--- src/rtl/dm_port_arbiter.sv ---
// dm_port_arbiter: shares the single data-memory port between M0 (CPU data
// port) and M1 (DMA / debug loader). Grants are combinational in the request
// cycle, round-robin on contention, with an optional M1 burst lock.
// Optional feature macro: DMARB_LOCK_EN (enables m1_lock, LOCK1 state, burst_cnt).
module dm_port_arbiter #(
    parameter int unsigned DM_WORDS  = 4096,
    parameter int unsigned MAX_BURST = 8,
    parameter int unsigned CNT_W     = 16
) (
    input  logic             clk,
    input  logic             reset,
    input  logic             m0_req,
    input  logic [31:0]      m0_addr,
    input  logic [31:0]      m0_wdata,
    input  logic [3:0]       m0_byteen,
    output logic             m0_gnt,
    output logic [31:0]      m0_rdata,
    output logic             m0_err,
    input  logic             m1_req,
    input  logic [31:0]      m1_addr,
    input  logic [31:0]      m1_wdata,
    input  logic [3:0]       m1_byteen,
    input  logic             m1_lock,
    output logic             m1_gnt,
    output logic [31:0]      m1_rdata,
    output logic             m1_err,
    output logic [31:0]      mem_addr,
    output logic [31:0]      mem_wdata,
    output logic [3:0]       mem_byteen,
    input  logic [31:0]      mem_rdata,
    output logic [CNT_W-1:0] conflict_cnt
);

    localparam logic [30:0] DM_WORDS_W = 31'(DM_WORDS);

    logic             rr_ptr_q, rr_ptr_d;      // 0 = M0 preferred on contention
    logic [CNT_W-1:0] conflict_cnt_q, conflict_cnt_d;
    logic             idle_m0, idle_m1;         // plain round-robin decision
    logic             contended;
    logic [31:0]      sel_addr, sel_wdata;
    logic [3:0]       sel_byteen;
    logic             any_gnt, in_range;

    // Low address bits are dropped by word alignment; misalignment is checked upstream.
    logic unused_addr_bits;
    assign unused_addr_bits = ^{m0_addr[1:0], m1_addr[1:0]};

    assign contended    = m0_req & m1_req;
    assign conflict_cnt = conflict_cnt_q;

    // Round-robin choice used whenever no burst lock is held
    always_comb begin
        idle_m0 = m0_req & (~m1_req | ~rr_ptr_q);
        idle_m1 = m1_req & (~m0_req |  rr_ptr_q);
    end

`ifdef DMARB_LOCK_EN
    typedef enum logic {IDLE, LOCK1} state_t;

    localparam logic [8:0] MAX_B        = 9'(MAX_BURST);
    // With a one-grant limit a burst would end on the grant that opened it.
    localparam bit         LOCK_ALLOWED = (MAX_BURST > 1);

    state_t     state_q, state_d;
    logic [7:0] burst_cnt_q, burst_cnt_d;
    logic [8:0] burst_next;

    assign burst_next = {1'b0, burst_cnt_q} + 9'd1;

    // Grant: M1 owns the port outright while locked, otherwise round-robin
    always_comb begin
        m0_gnt = 1'b0;
        m1_gnt = 1'b0;
        if (state_q == LOCK1) begin
            m1_gnt = m1_req;
        end else begin
            m0_gnt = idle_m0;
            m1_gnt = idle_m1;
        end
    end

    // Next state, burst length and round-robin pointer
    always_comb begin
        // NOTE: every output of a combinational block gets a default first so no path infers a latch.
        state_d     = state_q;
        burst_cnt_d = burst_cnt_q;
        rr_ptr_d    = rr_ptr_q;
        if (m0_gnt) begin
            rr_ptr_d = 1'b1;
        end else if (m1_gnt) begin
            rr_ptr_d = 1'b0;
        end
        case (state_q)
            IDLE: begin
                burst_cnt_d = 8'd0;
                if (m1_gnt && m1_lock && LOCK_ALLOWED) begin
                    state_d     = LOCK1;
                    burst_cnt_d = 8'd1;
                end
            end
            LOCK1: begin
                if (!m1_req || !m1_lock) begin
                    state_d     = IDLE;
                    burst_cnt_d = 8'd0;
                end else if (burst_next >= MAX_B) begin
                    // Forced release: M0 wins the next contention.
                    state_d     = IDLE;
                    burst_cnt_d = 8'd0;
                    rr_ptr_d    = 1'b0;
                end else begin
                    burst_cnt_d = burst_next[7:0];
                end
            end
            default: begin
                state_d     = IDLE;
                burst_cnt_d = 8'd0;
            end
        endcase
    end

    // Lock FSM and burst length registers
    always_ff @(posedge clk or negedge reset) begin
        if (!reset) begin
            state_q     <= IDLE;
            burst_cnt_q <= 8'd0;
        end else begin
            state_q     <= state_d;
            burst_cnt_q <= burst_cnt_d;
        end
    end
`else
    // Without the lock feature m1_lock has no effect.
    logic unused_lock;
    assign unused_lock = m1_lock;

    // Grant: pure round-robin
    always_comb begin
        m0_gnt = idle_m0;
        m1_gnt = idle_m1;
    end

    // Round-robin pointer flips to the other master after every grant
    always_comb begin
        rr_ptr_d = rr_ptr_q;
        if (m0_gnt) begin
            rr_ptr_d = 1'b1;
        end else if (m1_gnt) begin
            rr_ptr_d = 1'b0;
        end
    end
`endif

    // Saturating contention counter
    always_comb begin
        conflict_cnt_d = conflict_cnt_q;
        if (contended && (conflict_cnt_q != {CNT_W{1'b1}})) begin
            conflict_cnt_d = conflict_cnt_q + CNT_W'(1);
        end
    end

    // Memory port mux, range check and read-data steering
    always_comb begin
        sel_addr   = m1_gnt ? m1_addr   : m0_addr;
        sel_wdata  = m1_gnt ? m1_wdata  : m0_wdata;
        sel_byteen = m1_gnt ? m1_byteen : m0_byteen;
        any_gnt    = m0_gnt | m1_gnt;
        in_range   = ({1'b0, sel_addr[31:2]} < DM_WORDS_W);

        mem_addr   = 32'd0;
        mem_wdata  = 32'd0;
        mem_byteen = 4'd0;
        if (any_gnt) begin
            mem_addr   = {sel_addr[31:2], 2'b00};
            mem_wdata  = sel_wdata;
            // Out-of-range accesses are still granted but never reach the array.
            mem_byteen = in_range ? sel_byteen : 4'd0;
        end

        m0_rdata = (m0_gnt && in_range) ? mem_rdata : 32'd0;
        m1_rdata = (m1_gnt && in_range) ? mem_rdata : 32'd0;
        m0_err   = m0_gnt & ~in_range;
        m1_err   = m1_gnt & ~in_range;
    end

    // Round-robin pointer and contention counter registers
    always_ff @(posedge clk or negedge reset) begin
        if (!reset) begin
            rr_ptr_q       <= 1'b0;
            conflict_cnt_q <= '0;
        end else begin
            // NOTE: sequential state uses non-blocking assignments so every flop samples pre-edge values.
            rr_ptr_q       <= rr_ptr_d;
            conflict_cnt_q <= conflict_cnt_d;
        end
    end

endmodule

--- config.mk ---
export PLATFORM = sky130hd
export DESIGN_NAME = dm_port_arbiter
export DESIGN_NICKNAME = d
export VERILOG_FILES = /design/src/rtl/dm_port_arbiter.sv
export SDC_FILE = /design/constraint.sdc
export NUM_CORES = 1
export LEC_CHECK = 0
export BUFFER_PORTS_ARGS = -buffer_cell sky130_fd_sc_hd__clkbuf_2
export CAP_MARGIN = 20
export CORE_AREA = 2 2 127 129
export DETAILED_ROUTE_END_ITERATION = 6
export DIE_AREA = 0 0 129 131
export PLACE_DENSITY_LB_ADDON = 0.05
export SLEW_MARGIN = 20
export SYNTH_ARGS = -nofsm -noshare
export SYNTH_HDL_FRONTEND = slang
export SYNTH_SLANG_ARGS = --single-unit
--- constraint.sdc ---
create_clock -name clk -period 5.1 [get_ports clk]
set_input_delay 0 -clock clk [delete_from_list [all_inputs] [get_ports clk]]
set_output_delay 0 -clock clk [all_outputs]
set_load 0.1 [all_outputs]
==> reports/results.ini <==
[place]
place_area_sq_mm=0.003929
dp_hpwl_um=11940
place.gp.congestion=0.8902
io_buffers=317

[die]
core_sq_mm=0.01560
ios=325
die_w_um=129
die_area_sq_mm=0.01690
start_util=0.1374
rows=46
die_height_um=131

[clock_tree]
insertion_delay_ns=0.25
clock_path_buffers=2
cts_tree=done
htree_levels=1
cts.clk_slew.worst_paths_ns=0.05
cts-root-buf=clkbuf_16
cts_buffers=3
cts_sinks=17

[power]
pwr-share-comb=0.715
pwr-share-seq=0.156
p_clk_frac=0.129
p_sw_frac=0.6531
leakagePower_nw=2.414
p_int_mw=0.4248
power_switching_mw=0.7999
powerDensity_mw_per_mm2=304.8
peakVddDrop_mv=0.2213

[hold_path]
hold_depth=2
min_path_type=in2reg

[finish]
nNetsFinal=743
multiInputGateArea_sq_mm=0.001579
num_antenna_cells=0
area_growth_pct=87.45
fin_util=0.2576
seq_area_sq_um=425.4
drive_gt1_frac=0.5933
postLayoutCellArea_sq_mm=0.004018
fill_cells=1798
final_common_cell=clkbuf_2
mostFrequentLayoutCells=317 x clkbuf_2, 61 x a22o_1, 37 x and2_1

[logic_synthesis]
synthArstFlopShare=1.000
synth_flop_cell=dfrtp_1
yosysWarnings=0
yosysUniqueCellTypes=36
synth_seq_cells=17
syn_inst=270
synth_seq_area_share=0.1985
postSynthAreaPerCell_sq_um=7.938
synth-edff-count=0
syn_area_sq_mm=0.002143

[critical_path]
cp_max_fo=33
path_cells=nand2b_1 -> a2111o_1 -> a21boi_4 -> and3_2 -> clkbuf_2
endpoint_kind=output pin
crit_required_ns=5.10
worstSetupPathType=reg2out
crit_arrival_ns=2.75
slowest_stage=a21boi_4
startpoint_type=flip-flop
max_stage_delay_ns=0.63
reg2reg_depth=5

[global_routing]
grt_overflow_total=0
grt_use_total=0.1494
grt_max_degree=68
first_global_vias=3181
antenna_found_initial=0
grt_pass1_wl_um=19210

[routing]
route.detailed.drc=0
routed_wl_um=14090
first_pass_iters=4
ant_nets=0
drt_iter0_drc=95
vias_per_cell=4.222
wl_per_cell_um=17.97
vias=3310

[flow_run]
maxCapViolCount=0

[timing]
period_minus_slack_ns=2.752
slew_headroom=0.4756
setup_viol=0
rsz0062_at_grt=no
worst_pin_slew_ns=0.7805
finalClockSkew_ns=0.0009674
fmax_ghz=0.3633
hold_viol_final=0
finalSetupTns_ns=0
drv_slew=0
fin_crit_sh=0.5397

[outcome]
status=completed

## power groups by stage
stage,clock network (mW),registers (mW),logic [mW]
6_report,0.158,0.191,0.875
5_1_grt,0.167,0.197,0.905
4_1_cts,0.165,0.191,0.882
3_5_place_dp,0,0.194,0.880
3_3_place_gp,0,0.193,0.875
2_1_floorplan,0,0.346,0.528
## layer usage
layer,vias to the layer above,GRT usage,routed length [um]
met5,-,0,0
met1,1551,0.1700,5334
li1,1621,-,-
met4,0,0.02430,119
met3,6,0.04438,1058
met2,132,0.2804,7577
## area by class of cell
class / count / area share
Timing Repair Buffer: 322 / 0.4098
Clock buffer: 4 / 0.01962
Inverter: 4 / 0.004360
Sequential cell: 17 / 0.1059
Tap cell: 216 / 0.06727
Multi-Input combinational cell: 221 / 0.3930
## cells in the mapped netlist, types with 3 or more instances
library cell | number | area [sq um]
a22o_1 | 61 | 534.3
and2_1 | 37 | 231.5
and3_1 | 31 | 193.9
clkbuf_1 | 22 | 82.58
dfrtp_1 | 17 | 425.4
nand3_1 | 16 | 80.08
nand2_1 | 9 | 33.78
nor4_1 | 8 | 50.05
xor2_1 | 8 | 70.07
nand4_1 | 7 | 43.79
a21boi_0 | 5 | 37.54
mux2_2 | 5 | 56.30
a21oi_1 | 4 | 20.02
inv_1 | 4 | 15.01
nor2_1 | 4 | 15.01
and3_2 | 3 | 22.52
buf_6 | 3 | 33.78
nor3_1 | 3 | 15.01
xnor2_1 | 3 | 26.28
## logic make-up (layout without fill, tap and decap cells)
kind of cell | count (synthesis) | in the layout | synth area share
flops | 17 | 17 | 0.1985
xor+xnor | 11 | 11 | 0.04495
simple gates | 124 | 124 | 0.3409
compound gates | 78 | 78 | 0.3100
mux | 5 | 5 | 0.02627
buf+inv | 33 | 330 | 0.07180
other cells | 1 | 2 | 0.001750
fa+ha+maj | 1 | 1 | 0.005837
## state kept, by name (all words and copies together), names as in the netlist
| name | cells |
|---|---|
| conflict_cnt | 16 |
| rr_ptr_q | 1 |
## critical path: cells and delay by family (launching register included)
| family | cells | cell delay [ns] |
|---|---|---|
| buffers and inverters | 1 | 0.46 |
| DFF | 1 | 0.41 |
| AOI/OAI and AO/OA | 2 | 1.12 |
| and+or+nand+nor | 2 | 0.50 |
## per-stage QoR
step	setup slack, ns	hold slack (ns)	cells	total power, mW
5_1_grt	2.186	0.1481	784	1.269
3_5_place_dp	2.577	-0.01924	779	1.073
3_3_place_gp	2.493	-0.01765	778	1.068
4_1_cts	2.302	0.1215	784	1.238
6_report	2.348	0.1266	784	1.225
2_1_floorplan	1.738	-0.2956	271	0.8740
## worst paths after layout
path                            startpoint              end  slack (ns)
setup reg to reg           conflict_cnt[0]  conflict_cnt[1]        2.99
max in group asynchronous            reset  conflict_cnt[9]        4.55
hold reg to reg            conflict_cnt[7]  conflict_cnt[7]        0.50
min in group asynchronous            reset  conflict_cnt[4]        0.23
hold / removal                      m1_req         rr_ptr_q        0.13
setup / recovery                  rr_ptr_q      m0_rdata[0]        2.35
## repair_timing
item / CTS / global route
hold buffers: 1 / 0
setup buffers: 0 / 0
gates resized for setup: 0 / 0
hold endpoints to repair: 17 / 0
Power figures use the tool's default switching activity.
